[src/rtl/fan_pkg.sv]
// Shared types and constants for the fan command path: speed encoding,
// commander FSM states and the step-direction helper.
package fan_pkg;

    typedef logic [1:0] speed_t;

    localparam speed_t SPEED_STOP = 2'd0;
    localparam speed_t SPEED_SLOW = 2'd1;
    localparam speed_t SPEED_MED  = 2'd2;
    localparam speed_t SPEED_FAST = 2'd3;

    typedef enum logic [1:0] {
        ST_IDLE  = 2'd0,
        ST_ISSUE = 2'd1,
        ST_GAP   = 2'd2,
        ST_DONE  = 2'd3
    } cmd_state_t;

    // True when reaching tgt from cur needs an up step.
    function automatic logic step_up(input speed_t tgt, input speed_t cur);
        return tgt > cur;
    endfunction

endpackage

[src/rtl/fan_step_timer.sv]
// Loadable 8-bit down-counter timing the idle gap between update strobes.
// expired flags the last cycle of a loaded interval.
module fan_step_timer (
    input  logic       clk,
    input  logic       reset,
    input  logic       load,
    input  logic [7:0] load_val,
    output logic       expired
);

    logic [7:0] count_reg;

    always_ff @(posedge clk) begin
        if (reset) begin
            count_reg <= 8'd0;
        end else if (load) begin
            count_reg <= load_val;
        end else if (count_reg != 8'd0) begin
            count_reg <= count_reg - 8'd1;
        end
    end

    // A value of 1 means this is the final gap cycle; the counter parks at 0.
    assign expired = (count_reg == 8'd1);

endmodule

[src/rtl/fan_speed_commander.sv]
// Drives the fan controller's update/up/down strobes until a mirrored speed
// reaches the requested target. Optional macro: FAN_CMD_FAST_STOP_EN.
module fan_speed_commander
    import fan_pkg::*;
#(
    parameter int GAP_CYCLES = 4
) (
    input  logic       clk,
    input  logic       reset,
    input  logic       req,
    input  logic [1:0] target,
    output logic       busy,
    output logic       done,
    output logic       update,
    output logic       up,
    output logic       down,
    output logic [1:0] speed_model
);

    cmd_state_t state_reg, state_next;
    speed_t     target_reg, target_next;
    speed_t     speed_reg, speed_next;
    logic       busy_reg, busy_next;
    logic       done_reg, done_next;
    logic       update_reg, update_next;
    logic       up_reg, up_next;
    logic       down_reg, down_next;

    logic       timer_load;
    logic       timer_expired;
    logic       go_issue;
    speed_t     dir_tgt;

    fan_step_timer u_gap_timer (
        .clk      (clk),
        .reset    (reset),
        .load     (timer_load),
        .load_val (8'(GAP_CYCLES)),
        .expired  (timer_expired)
    );

    always_comb begin
        state_next  = state_reg;
        target_next = target_reg;
        speed_next  = speed_reg;
        update_next = 1'b0;
        up_next     = 1'b0;
        down_next   = 1'b0;
        timer_load  = 1'b0;
        go_issue    = 1'b0;
        // In IDLE the target has not been latched yet, so steer from the input.
        dir_tgt     = (state_reg == ST_IDLE) ? target : target_reg;

        case (state_reg)
            ST_IDLE: begin
                if (req) begin
                    target_next = target;
                    if (target == speed_reg) begin
                        state_next = ST_DONE;
                    end else begin
                        go_issue = 1'b1;
                    end
                end
            end
            ST_ISSUE: begin
                timer_load = 1'b1;
                state_next = ST_GAP;
`ifdef FAN_CMD_FAST_STOP_EN
                if (up_reg && down_reg) begin
                    speed_next = SPEED_STOP;
                end else
`endif
                if (up_reg) begin
                    speed_next = speed_reg + 2'd1;
                end else begin
                    speed_next = speed_reg - 2'd1;
                end
            end
            ST_GAP: begin
                if (timer_expired) begin
                    if (speed_reg == target_reg) begin
                        state_next = ST_DONE;
                    end else begin
                        go_issue = 1'b1;
                    end
                end
            end
            ST_DONE: begin
                state_next = ST_IDLE;
            end
            default: begin
                state_next = ST_IDLE;
            end
        endcase

        if (go_issue) begin
            state_next  = ST_ISSUE;
            update_next = 1'b1;
`ifdef FAN_CMD_FAST_STOP_EN
            if (dir_tgt == SPEED_STOP) begin
                up_next   = 1'b1;
                down_next = 1'b1;
            end else begin
                up_next   = step_up(dir_tgt, speed_reg);
                down_next = ~step_up(dir_tgt, speed_reg);
            end
`else
            up_next   = step_up(dir_tgt, speed_reg);
            down_next = ~step_up(dir_tgt, speed_reg);
`endif
        end

        // Outputs are registered, so they are derived from the state being entered.
        busy_next = (state_next != ST_IDLE);
        done_next = (state_next == ST_DONE);
    end

    always_ff @(posedge clk) begin
        if (reset) begin
            state_reg  <= ST_IDLE;
            target_reg <= SPEED_STOP;
            speed_reg  <= SPEED_STOP;
            busy_reg   <= 1'b0;
            done_reg   <= 1'b0;
            update_reg <= 1'b0;
            up_reg     <= 1'b0;
            down_reg   <= 1'b0;
        end else begin
            state_reg  <= state_next;
            target_reg <= target_next;
            speed_reg  <= speed_next;
            busy_reg   <= busy_next;
            done_reg   <= done_next;
            update_reg <= update_next;
            up_reg     <= up_next;
            down_reg   <= down_next;
        end
    end

    assign busy        = busy_reg;
    assign done        = done_reg;
    assign update      = update_reg;
    assign up          = up_reg;
    assign down        = down_reg;
    assign speed_model = speed_reg;

endmodule

[config.mk]
export PLATFORM = sky130hd
export DESIGN_NAME = fan_speed_commander
export DESIGN_NICKNAME = d
export VERILOG_FILES = /design/src/rtl/fan_pkg.sv /design/src/rtl/fan_step_timer.sv /design/src/rtl/fan_speed_commander.sv
export SDC_FILE = /design/constraint.sdc
export NUM_CORES = 1
export LEC_CHECK = 0
export ABC_AREA = 1
export ABC_CLOCK_PERIOD_IN_PS = 1600
export CAP_MARGIN = 25
export CORE_ASPECT_RATIO = 2
export CORE_MARGIN = 4
export CORE_UTILIZATION = 40
export CTS_BUF_LIST = sky130_fd_sc_hd__clkbuf_8
export DETAILED_ROUTE_END_ITERATION = 7
export PLACE_DENSITY_LB_ADDON = 0.3
export SLEW_MARGIN = 20
export SYNTH_ARGS = -nofsm -noshare
export SYNTH_HDL_FRONTEND = slang
export SYNTH_SLANG_ARGS = --single-unit
[constraint.sdc]
create_clock -name clk -period 1.6 [get_ports clk]
set_input_delay 0.32 -clock clk [delete_from_list [all_inputs] [get_ports clk]]
set_output_delay 0.32 -clock clk [all_outputs]
set_load 0.005 [all_outputs]
======== After elaboration in Yosys (flattened, before gate mapping) ========
Index checks and enable logic that the tools add are counted.
storage, ports and cells
  flip-flop bits (word level) ............. 19
  input port bits ......................... 5
  output and inout bits ................... 7
  logic and storage cells ................. 47
operators by class
  add/subtract/negate cells ............... 3
  $lt $le $gt $ge ......................... 1
  equal/unequal tests ..................... 7
  muxes and demuxes ....................... 17
  bitwise gates (word level) .............. 2
  reductions and logical operators ........ 7
operators with widths
  operator             number
  $mux 2               7
  $eq 8x1->1 const B   1
  $pmux 2 s4           1
  $reduce_bool 8->1    1
  $sub 8x1->8 const B  1
  $eq 2x2->1 const B   3
  $mux 1               6
  $mux 3               2
  $eq 2x2->1           2
  $reduce_bool 2->1    2
  $reduce_or 2->1      2
  $add 2x1->2 const B  1
  $eq 2x1->1 const B   1
  $gt 2x2->1           1
  $logic_not 2->1      1
  $not 1->1            2
  $pmux 1 s2           1
  $reduce_and 2->1     1
  $sub 2x1->2 const B  1

======== Logic depth before layout (Yosys ltp) ========
Gate-level depths: netlist of the first run.
  depth after elaboration ................. 6
  depth in mapped cells ................... 11
  gate-level depth less buffers ........... 11

======== Hierarchy ========
Synthesis of the first run repeated with hierarchy kept, for this count alone.
second synthesis, totals
  cells, all modules ...................... 183
  area, all modules ....................... 1184.9 µm²
by module, submodules not included
  module               instances  cells each  area an instance (µm²)  sequential area each (µm²)
  fan_speed_commander  1          94          630.6                   220.2
  fan_step_timer       1          89          554.3                   160.2

======== Worst setup path after synthesis of the first run ========
OpenSTA, ideal clock, no wires.
  path type ............................... register to register
  from .................................... register state_reg[0]
  to ...................................... register up_reg, in the netlist up
  library setup time ...................... 64 ps
  data arrival time ....................... 1385 ps
  required time ........................... 1536 ps
  setup slack ............................. 151 ps
  cell stages (with the launch flop) ...... 9
  buffers on the path ..................... 0
  clock period less this slack ............ 1449 ps
  cells stage by stage .................... dfxtp_1 -> inv_1 -> ha_1 -> nand2_1 -> o21ai_0 -> ha_1 -> a22oi_1 -> inv_1 -> nor2_1
between the ends
  cells in the longest elaborated chain, start to end .. 4
  elaborated cells between the ends (all ways) .. 7
  classes of those cells .................. 1 x order compare; 1 x eq/ne; 2 x mux; 1 x bitwise; 2 x reduce/logical
ends and longest elaborated chain
  what                                           RTL line                                              text
  start, declared                                fan_speed_commander.sv:20                             cmd_state_t state_reg, state_next;
  start signal, assigned                         fan_speed_commander.sv:129                            state_reg <= state_next;
  $eq 2x2->1 or $logic_not 2->1 (tied branches)  fan_speed_commander.sv:54, fan_speed_commander.sv:52
  $pmux 1 s2                                     fan_speed_commander.sv:54                             case (state_reg)
  $not 1->1 (no line)                            n/a
  $reduce_or 2->1 (no line)                      n/a
  end signal, assigned                           fan_speed_commander.sv:135                            up_reg <= up_next;
  end, declared                                  fan_speed_commander.sv:26                             logic up_reg, up_next;
Several ways; a longest one is shown, not always the timed one.
A chain may end at the register's enable or synchronous reset.

======== Final worst setup path of the first run ========
  from .................................... register speed_reg[0], in the netlist speed_model[0]
  to ...................................... output port speed_model[0]
RTL lines
  what                    RTL line                    text
  start, declared         fan_speed_commander.sv:22   speed_t speed_reg, speed_next;
  start signal, assigned  fan_speed_commander.sv:131  speed_reg <= speed_next;
  end, declared           fan_speed_commander.sv:17   output logic [1:0] speed_model
No word-level cell between the ends.

==> results of run 1 <==
==> final cells by class <==
class | instances | area share
clock buffers | 3 | 0.0312
clock inverters | 1 | 0.00378
inverters | 28 | 0.0793
multi-input cells | 102 | 0.447
flip-flops and latches | 19 | 0.290
well taps | 28 | 0.0264
repair buffers | 18 | 0.123
==> worst max-delay path by stage <==
stage	startpoint	end	slack, ns	depth (start not counted)
after floorplan	state_reg[0]	up	0.15	8
after global placement	target[0]	up	-0.16	8
after detailed placement	target[0]	up	-0.19	8
after CTS	speed_model[0]	speed_model[0]	0.03	1
after global routing	state_reg[0]	up	0.0007	9
final	speed_model[0]	speed_model[0]	0.04	1
==> synth_stat cells <==
cell type,instances
sky130_fd_sc_hd__a211oi_1,1
sky130_fd_sc_hd__a21oi_1,12
sky130_fd_sc_hd__a21oi_2,1
sky130_fd_sc_hd__a22oi_1,1
sky130_fd_sc_hd__dfxtp_1,19
sky130_fd_sc_hd__ha_1,8
sky130_fd_sc_hd__inv_1,23
sky130_fd_sc_hd__inv_2,5
sky130_fd_sc_hd__nand2_1,38
sky130_fd_sc_hd__nand2_2,3
sky130_fd_sc_hd__nand3_1,2
sky130_fd_sc_hd__nand3_2,2
sky130_fd_sc_hd__nand4_1,1
sky130_fd_sc_hd__nor2_1,13
sky130_fd_sc_hd__nor2_2,1
sky130_fd_sc_hd__nor2_4,3
sky130_fd_sc_hd__nor3_1,1
sky130_fd_sc_hd__o21ai_0,9
sky130_fd_sc_hd__o21ai_1,2
sky130_fd_sc_hd__or2_0,2
sky130_fd_sc_hd__xnor2_1,2
==> power breakdown <==
part           switching (mW)  total (mW)  internal (mW)
clock                   0.156       0.329          0.173
sequential              0.126       0.764          0.638
combinational           0.794        1.42          0.625
total                    1.08        2.51           1.44
==> logic make-up (layout without fill, tap and decap cells) <==
logic type,after synthesis,after routing
adder cells (fa/ha/maj),8,8
buffers and inverters,28,50
AO/OA/AOI/OAI,26,26
AND/OR/NAND/NOR,66,66
XOR/XNOR,2,2
flip-flops,19,19
==> through the flow <==
stage / total power [mW] / setup slack (ns)
floorplan: 1.68 / 0.151
global placement: 2.07 / -0.160
detailed placement: 2.10 / -0.193
CTS: 2.48 / 0.0295
global route: 2.79 / 0.000675
finish: 2.51 / 0.0432
==> metal layers <==
layer | routed length [microns] | up-vias | global-route usage
li1 | - | 503 | -
met1 | 738 | 437 | 0.132
met2 | 1310 | 11 | 0.281
met3 | 45 | 7 | 0.0247
met4 | 85 | 0 | 0.0937
met5 | 0 | - | 0
==> timing repair <==
item / 4_1_cts / 5_1_grt
setup endpoints to repair: 2 / 5
gates resized for setup: 3 / 9
pin swaps: 0 / 5
==> worst register-to-register path: stages, from the launching register on <==
cell and delay (ns):
sky130_fd_sc_hd__dfxtp_2 0.34, sky130_fd_sc_hd__inv_2 0.05, sky130_fd_sc_hd__ha_4 0.17, sky130_fd_sc_hd__nand2_2 0.07, sky130_fd_sc_hd__o21ai_2 0.05, sky130_fd_sc_hd__ha_1 0.31
sky130_fd_sc_hd__nand2_1 0.07, sky130_fd_sc_hd__a22oi_2 0.19, sky130_fd_sc_hd__inv_1 0.06, sky130_fd_sc_hd__nor2_1 0.08
==> out/qor.log, run 1 <==
qor: logic_synthesis.synthAdderAreaFrac 0.0957
qor: timing.timing_worst_slew_pin_value 0.341 ns
qor: power.power.leakage 0.643 nW
qor: layout.drive_above_1_share 0.211
qor: timing.fin_tns_setup 0 ns
qor: logic_synthesis.yosysSeqAreaShare 0.364
qor: timing.timing.final.crit_share 0.973
qor: logic_synthesis.synth_nets 162
qor: timing.min_period 1.56 ns
qor: global_route.grt_max_degree 12
qor: logic_synthesis.netlist_top_cells_area sky130_fd_sc_hd__dfxtp_1, sky130_fd_sc_hd__nand2_1, sky130_fd_sc_hd__ha_1, sky130_fd_sc_hd__inv_1, sky130_fd_sc_hd__a21oi_1
qor: logic_synthesis.synthSimpleGateAreaFrac 0.291
qor: layout.seq_area 384 sq um
qor: hold_path.timing.hold.worst.start u_gap_timer.count_reg[7]
qor: hold_path.min_path_type reg2reg
qor: flow_run.maxCapViolCount 0
qor: drt.post_drt_via_cell_ratio 4.81
qor: logic_synthesis.synth_cells 149
qor: setup_path.regToRegSetupSlack 0.15 ns
qor: layout.fill_cells 262
qor: setup_path.worstRegToRegCells 9
qor: layout.utilization 0.522
qor: cts.clkSinkCount 19
qor: layout.mostFrequentLayoutCells sky130_fd_sc_hd__nand2_1, sky130_fd_sc_hd__inv_1, sky130_fd_sc_hd__dfxtp_1
qor: layout.syn_to_final_growth 26.7%
qor: layout.nNetsFinal 185
qor: timing.rsz0062_at_grt false
qor: logic_synthesis.netlist.top_cell.by_area sky130_fd_sc_hd__dfxtp_1
qor: drt.firstDrtPassIters 3
qor: setup_path.critPathLaunchType flop
qor: global_route.grt-ovfl-total 0
qor: setup_path.worstPathArrival 1.24 ns
qor: logic_synthesis.synth_cell_types 21
qor: setup_path.cp_slowest_stage_delay 0.54 ns
qor: hold_path.whs_endpoint u_gap_timer.count_reg[7]
qor: die.num_io_pins 12
qor: cts.ctsHtreeMaxLevel 1
qor: cts.cts_setup_buffers 0
qor: setup_path.r2r_end up
qor: cts.tritoncts yes
qor: drt.drt-total-wl 2.18 mm
qor: outcome.outcome finished, final reports clean
qor: setup_path.timing.critical_path.buf_inv 1
qor: cts.worst_setup_hold_path_clk_slew 0.06 ns
qor: hold_path.worst_hold_path.num_cells 2
qor: layout.finalInstanceArea 1330 sq um
qor: setup_path.worst-setup-path-type reg2out
qor: die.design.die.area 3550 sq um
qor: placed_design.gp_routability_congestion 0.824
qor: logic_synthesis.ys_warn_count 0
qor: logic_synthesis.synthesized_area_fraction_occupied_by_ao_oa_aoi_and_oai_cells 0.133
qor: die.core_area 2540 sq um
qor: layout.antenna_cells_inserted 0
qor: cts.cts_hold_buffers 0
qor: logic_synthesis.yosys-mux-area-fraction 0
qor: layout.number_of_flip_flops_in_the_largest_register 8
qor: placed_design.dpl-instance-area 1240 sq um
qor: setup_path.crit_required 1.28 ns
qor: placed_design.io_buffer_count 11
qor: global_route.grt_pass1_wl 3.90 mm
qor: drt.wl_per_cell 10.9 microns
qor: setup_path.end_kind output port
qor: setup_path.slowest_stage sky130_fd_sc_hd__clkdlybuf4s50_1
qor: logic_synthesis.share_of_the_synthesized_netlist_area_taken_by_xor_and_xnor_gates 0.0167
qor: cts.clkLatencyLatePin 0.26 ns
qor: global_route.global_route.usage.total 0.147
qor: power.vdd_drop_max 1.05 mV
qor: layout.stdcell_count 199
qor: die.die_width 44.2 microns
qor: cts.max-clock-path-buffers 2
qor: die.fp-row-count 26
qor: layout.final_common_cell sky130_fd_sc_hd__nand2_1
qor: timing.max_freq 642 MHz
qor: logic_synthesis.netlist_area 1050 sq um
qor: setup_path.critical_path_s_top_delay_family buffers and inverters
qor: setup_path.regToRegStartpoint state_reg[0]
qor: logic_synthesis.postSynthAreaPerCell 7.02 sq um
qor: cts.numCtsBuffers 3
qor: timing.count_of_pins_over_their_slew_limit 0
qor: layout.multi_input_area 592 sq um
qor: setup_path.timing.critical_path.cells clkdlybuf4s50_1
qor: logic_synthesis.post-synth-top-area-fraction 0.364
qor: timing.report.final.hold_viol_count 0
qor: timing.fin_worst_hold_slack 0.469 ns
qor: die.start_util 0.412
qor: die.chipHeight 80.3 microns
qor: timing.timing.clock.skew 0.00551 ns
qor: logic_synthesis.postSynthRegisterBits 19
qor: global_route.initial_antenna_violation_count 0
qor: power.power.density 1900 nW/um^2
qor: cts.clk_root_buffer_cell sky130_fd_sc_hd__clkbuf_8
qor: drt.antenna_left 0
qor: global_route.first_global_vias 989
qor: placed_design.detailed_place_hpwl 1.79 mm
qor: drt.num_vias 958
qor: placed_design.dp_cells 195
qor: drt.drt_first_iter_violations 17
qor: logic_synthesis.main_combinational_cell_family_by_area_after_synthesis simple AND/OR/NAND/NOR gates
qor: timing.setup_viol 0
qor: timing.slew_headroom 0.770
qor: setup_path.path_max_fanout 6
qor: drt.detail_route.drc_violations 0
Power figures use the tool's default switching activity.
==> run 2: changes to the inputs <==
--- a/config.mk
+++ b/config.mk
@@ -9,11 +9,12 @@
 export ABC_CLOCK_PERIOD_IN_PS = 1600
 export CAP_MARGIN = 25
 export CORE_ASPECT_RATIO = 2
-export CORE_MARGIN = 4
 export CORE_UTILIZATION = 40
 export CTS_BUF_LIST = sky130_fd_sc_hd__clkbuf_8
 export DETAILED_ROUTE_END_ITERATION = 7
+export HOLD_SLACK_MARGIN = 0.06
 export PLACE_DENSITY_LB_ADDON = 0.3
+export SETUP_SLACK_MARGIN = 0.15
 export SLEW_MARGIN = 20
 export SYNTH_ARGS = -nofsm -noshare
 export SYNTH_HDL_FRONTEND = slang
==> run 2 against run 1 <==
Effect of this change:
- total power is 0.25% higher
- register-to-register slack is essentially flat
- non-clock buffer count decreased by 1
- clock-buffer cell count unchanged
- hold slack lost 0.0063 ns
- critical path depth did not move
- largest cell class unchanged
==> out/qor.log, run 2 (synthesized netlist as in run 1, its figures left out) <==
qor: outcome.outcome finished, final reports clean [unchanged]
qor: placed_design.io_buffer_count 11 [unchanged]
qor: die.design.die.area 2840 sq um [was 3550 sq um]
qor: power.netSwitchingFraction 0.431 [was 0.428]
qor: timing.timing.clock.skew 0.00516 ns [was 0.00551 ns]
qor: setup_path.worstRegToRegCells 9 [unchanged]
qor: layout.final_common_cell sky130_fd_sc_hd__nand2_1 [unchanged]
qor: drt.drt-total-wl 2.27 mm [was 2.18 mm]
qor: global_route.initial_antenna_violation_count 0 [unchanged]
qor: timing.report.final.hold_viol_count 0 [unchanged]
qor: global_route.grt_pass1_wl 3.90 mm [unchanged]
qor: layout.nNetsFinal 184 [was 185]
qor: setup_path.timing.critical_path.buf_inv 1 [unchanged]
qor: power.clock_network_power_share 0.130 [was 0.131]
qor: setup_path.slowest_stage sky130_fd_sc_hd__clkdlybuf4s50_1 [unchanged]
qor: drt.firstDrtPassIters 4 [was 3]
qor: layout.antenna_cells_inserted 0 [unchanged]
qor: power.sequential_cell_fraction_of_total_power 0.303 [was 0.304]
qor: layout.syn_to_final_growth 25.0% [was 26.7%]
qor: drt.drt_first_iter_violations 38 [was 17]
qor: setup_path.crit_required 1.28 ns [about the same]
qor: global_route.first_global_vias 1017 [was 989]
qor: cts.max-clock-path-buffers 2 [unchanged]
qor: timing.max_freq 683 MHz [was 642 MHz]
qor: power.power.leakage 0.653 nW [was 0.643 nW]
qor: setup_path.timing.critical_path.cells clkdlybuf4s50_1 [unchanged]
qor: global_route.global_route.usage.total 0.192 [was 0.147]
qor: timing.slew_headroom 0.831 [was 0.770]
qor: drt.wl_per_cell 11.5 microns [was 10.9 microns]
qor: setup_path.worstPathArrival 1.14 ns [was 1.24 ns]
qor: timing.count_of_pins_over_their_slew_limit 0 [unchanged]
qor: die.core_area 2410 sq um [was 2540 sq um]
qor: die.die_width 38.2 microns [was 44.2 microns]
qor: cts.clk_root_buffer_cell sky130_fd_sc_hd__clkbuf_8 [unchanged]
qor: placed_design.dp_cells 191 [was 195]
qor: power.vdd_drop_max 1.20 mV [was 1.05 mV]
qor: setup_path.worst-setup-path-type reg2out [unchanged]
qor: setup_path.critical_path_s_top_delay_family buffers and inverters [unchanged]
qor: power.intPower 1.43 mW [was 1.44 mW]
qor: drt.post_drt_via_cell_ratio 4.92 [was 4.81]
qor: timing.timing.final.crit_share 0.915 [was 0.973]
qor: timing.rsz0062_at_grt true [was false]
qor: setup_path.regToRegStartpoint state_reg[1] [was state_reg[0]]
qor: cts.numCtsBuffers 3 [unchanged]
qor: timing.min_period 1.46 ns [was 1.56 ns]
qor: cts.clkSinkCount 19 [unchanged]
qor: drt.antenna_left 0 [unchanged]
qor: power.power.share.combinational 0.567 [was 0.565]
qor: placed_design.gp_routability_congestion 0.757 [was 0.824]
qor: cts.cts_hold_buffers 0 [unchanged]
qor: layout.stdcell_count 197 [was 199]
qor: drt.num_vias 969 [was 958]
qor: die.num_io_pins 12 [unchanged]
qor: die.fp-row-count 25 [was 26]
qor: hold_path.whs_endpoint u_gap_timer.count_reg[7] [unchanged]
qor: layout.number_of_flip_flops_in_the_largest_register 8 [unchanged]
qor: hold_path.worst_hold_path.num_cells 2 [unchanged]
qor: die.start_util 0.434 [was 0.412]
qor: layout.utilization 0.543 [was 0.522]
qor: global_route.grt_max_degree 11 [was 12]
qor: hold_path.timing.hold.worst.start u_gap_timer.count_reg[7] [unchanged]
qor: layout.drive_above_1_share 0.194 [was 0.211]
qor: power.power.density 1930 nW/um^2 [was 1900 nW/um^2]
qor: power.p_sw 1.09 mW [was 1.08 mW]
qor: drt.detail_route.drc_violations 0 [unchanged]
qor: setup_path.regToRegSetupSlack 0.14 ns [was 0.15 ns]
qor: setup_path.path_max_fanout 5 [was 6]
qor: setup_path.critPathLaunchType flop [unchanged]
qor: global_route.grt-ovfl-total 0 [unchanged]
qor: die.chipHeight 74.3 microns [was 80.3 microns]
qor: timing.timing_worst_slew_pin_value 0.251 ns [was 0.341 ns]
qor: timing.setup_viol 0 [unchanged]
qor: setup_path.cp_slowest_stage_delay 0.51 ns [was 0.54 ns]
qor: cts.clkLatencyLatePin 0.26 ns [about the same]
qor: flow_run.maxCapViolCount 0 [unchanged]
qor: cts.worst_setup_hold_path_clk_slew 0.07 ns [was 0.06 ns]
qor: cts.tritoncts yes [unchanged]
qor: cts.ctsHtreeMaxLevel 1 [unchanged]
qor: layout.mostFrequentLayoutCells sky130_fd_sc_hd__nand2_1, sky130_fd_sc_hd__inv_1, sky130_fd_sc_hd__dfxtp_1 [unchanged]
qor: setup_path.end_kind output port [unchanged]
qor: setup_path.r2r_end up [unchanged]
qor: placed_design.detailed_place_hpwl 1.77 mm [was 1.79 mm]
qor: hold_path.min_path_type reg2reg [unchanged]
==> run 2: cell count changes in the layout (fill, tap and decap cells not counted), sizes merged <==
| cell | delta |
|---|---|
| clkdlybuf4s50 | -2 |
| buf | -1 |
| clkinv | -1 |
| dlygate4sd2 | +1 |
| dlymetal6s2s | +1 |
| inv | +1 |
==> run 2: repair_timing <==
action / CTS / global route
endpoints found under the setup margin: 5 / 8
setup buffers: 2 / 0
pin swaps: 3 / 4
resized for setup: 12 / 5
hold endpoints to repair: 0 / 0
==> run 2: worst max path at each step <==
stage,cells past startpoint,to,start,slack (ns)
6_report,1,speed_model[1],speed_model[1],0.14
5_1_grt,9,up,state_reg[1],0.07
2_1_floorplan,8,up,state_reg[0],0.15
3_5_place_dp,8,up,target[0],-0.15
3_3_place_gp,8,up,target[0],-0.07
4_1_cts,9,up,state_reg[1],0.14
==> run 2: cell type report <==
| type | instances | area, sq um |
|---|---|---|
| multi-input combinational | 102 | 578 |
| fill | 227 | 1100 |
| timing repair buffer | 17 | 156 |
| clock buffer | 3 | 41.3 |
| inverter | 28 | 105 |
| clock inverter | 1 | 3.75 |
| tap | 27 | 33.8 |
| sequential | 19 | 389 |
==> run 2: through the flow <==
step	setup TNS [ns]	total power, mW	instance area (sq um)	hold slack (ns)	worst slack [ns]
finish	0	2.52	1310	0.462	0.136
global placement	-0.108	2.02	1220	0.457	-0.0657
CTS	0	2.51	1310	0.465	0.136
detailed placement	-0.267	2.06	1220	0.454	-0.155
global route	0	2.76	1310	0.500	0.0688
floorplan	0	1.68	1050	0.389	0.151
==> run 2: power groups by stage <==
stage          clock, mW  sequential, mW  combinational, mW
3_5_place_dp           0           0.770               1.29
3_3_place_gp           0           0.761               1.26
4_1_cts            0.331           0.763               1.41
2_1_floorplan          0           0.746              0.935
5_1_grt            0.347           0.780               1.64
6_report           0.327           0.763               1.43
==> run 2: layer usage <==
layer | GRT usage | up-vias | part of all wire
li1 | - | 508 | -
met1 | 0.159 | 436 | 0.36
met2 | 0.375 | 16 | 0.58
met3 | 0.0269 | 9 | 0.027
met4 | 0.135 | 0 | 0.034
met5 | 0 | - | 0
==> run 3: changes to the inputs <==
--- a/config.mk
+++ b/config.mk
@@ -7,7 +7,6 @@
 export LEC_CHECK = 0
 export ABC_AREA = 1
 export ABC_CLOCK_PERIOD_IN_PS = 1600
-export CAP_MARGIN = 25
 export CORE_ASPECT_RATIO = 2
 export CORE_UTILIZATION = 40
 export CTS_BUF_LIST = sky130_fd_sc_hd__clkbuf_8
==> results of run 3 <==
The final DEF is identical to that of run 2; final timing and power are the same.
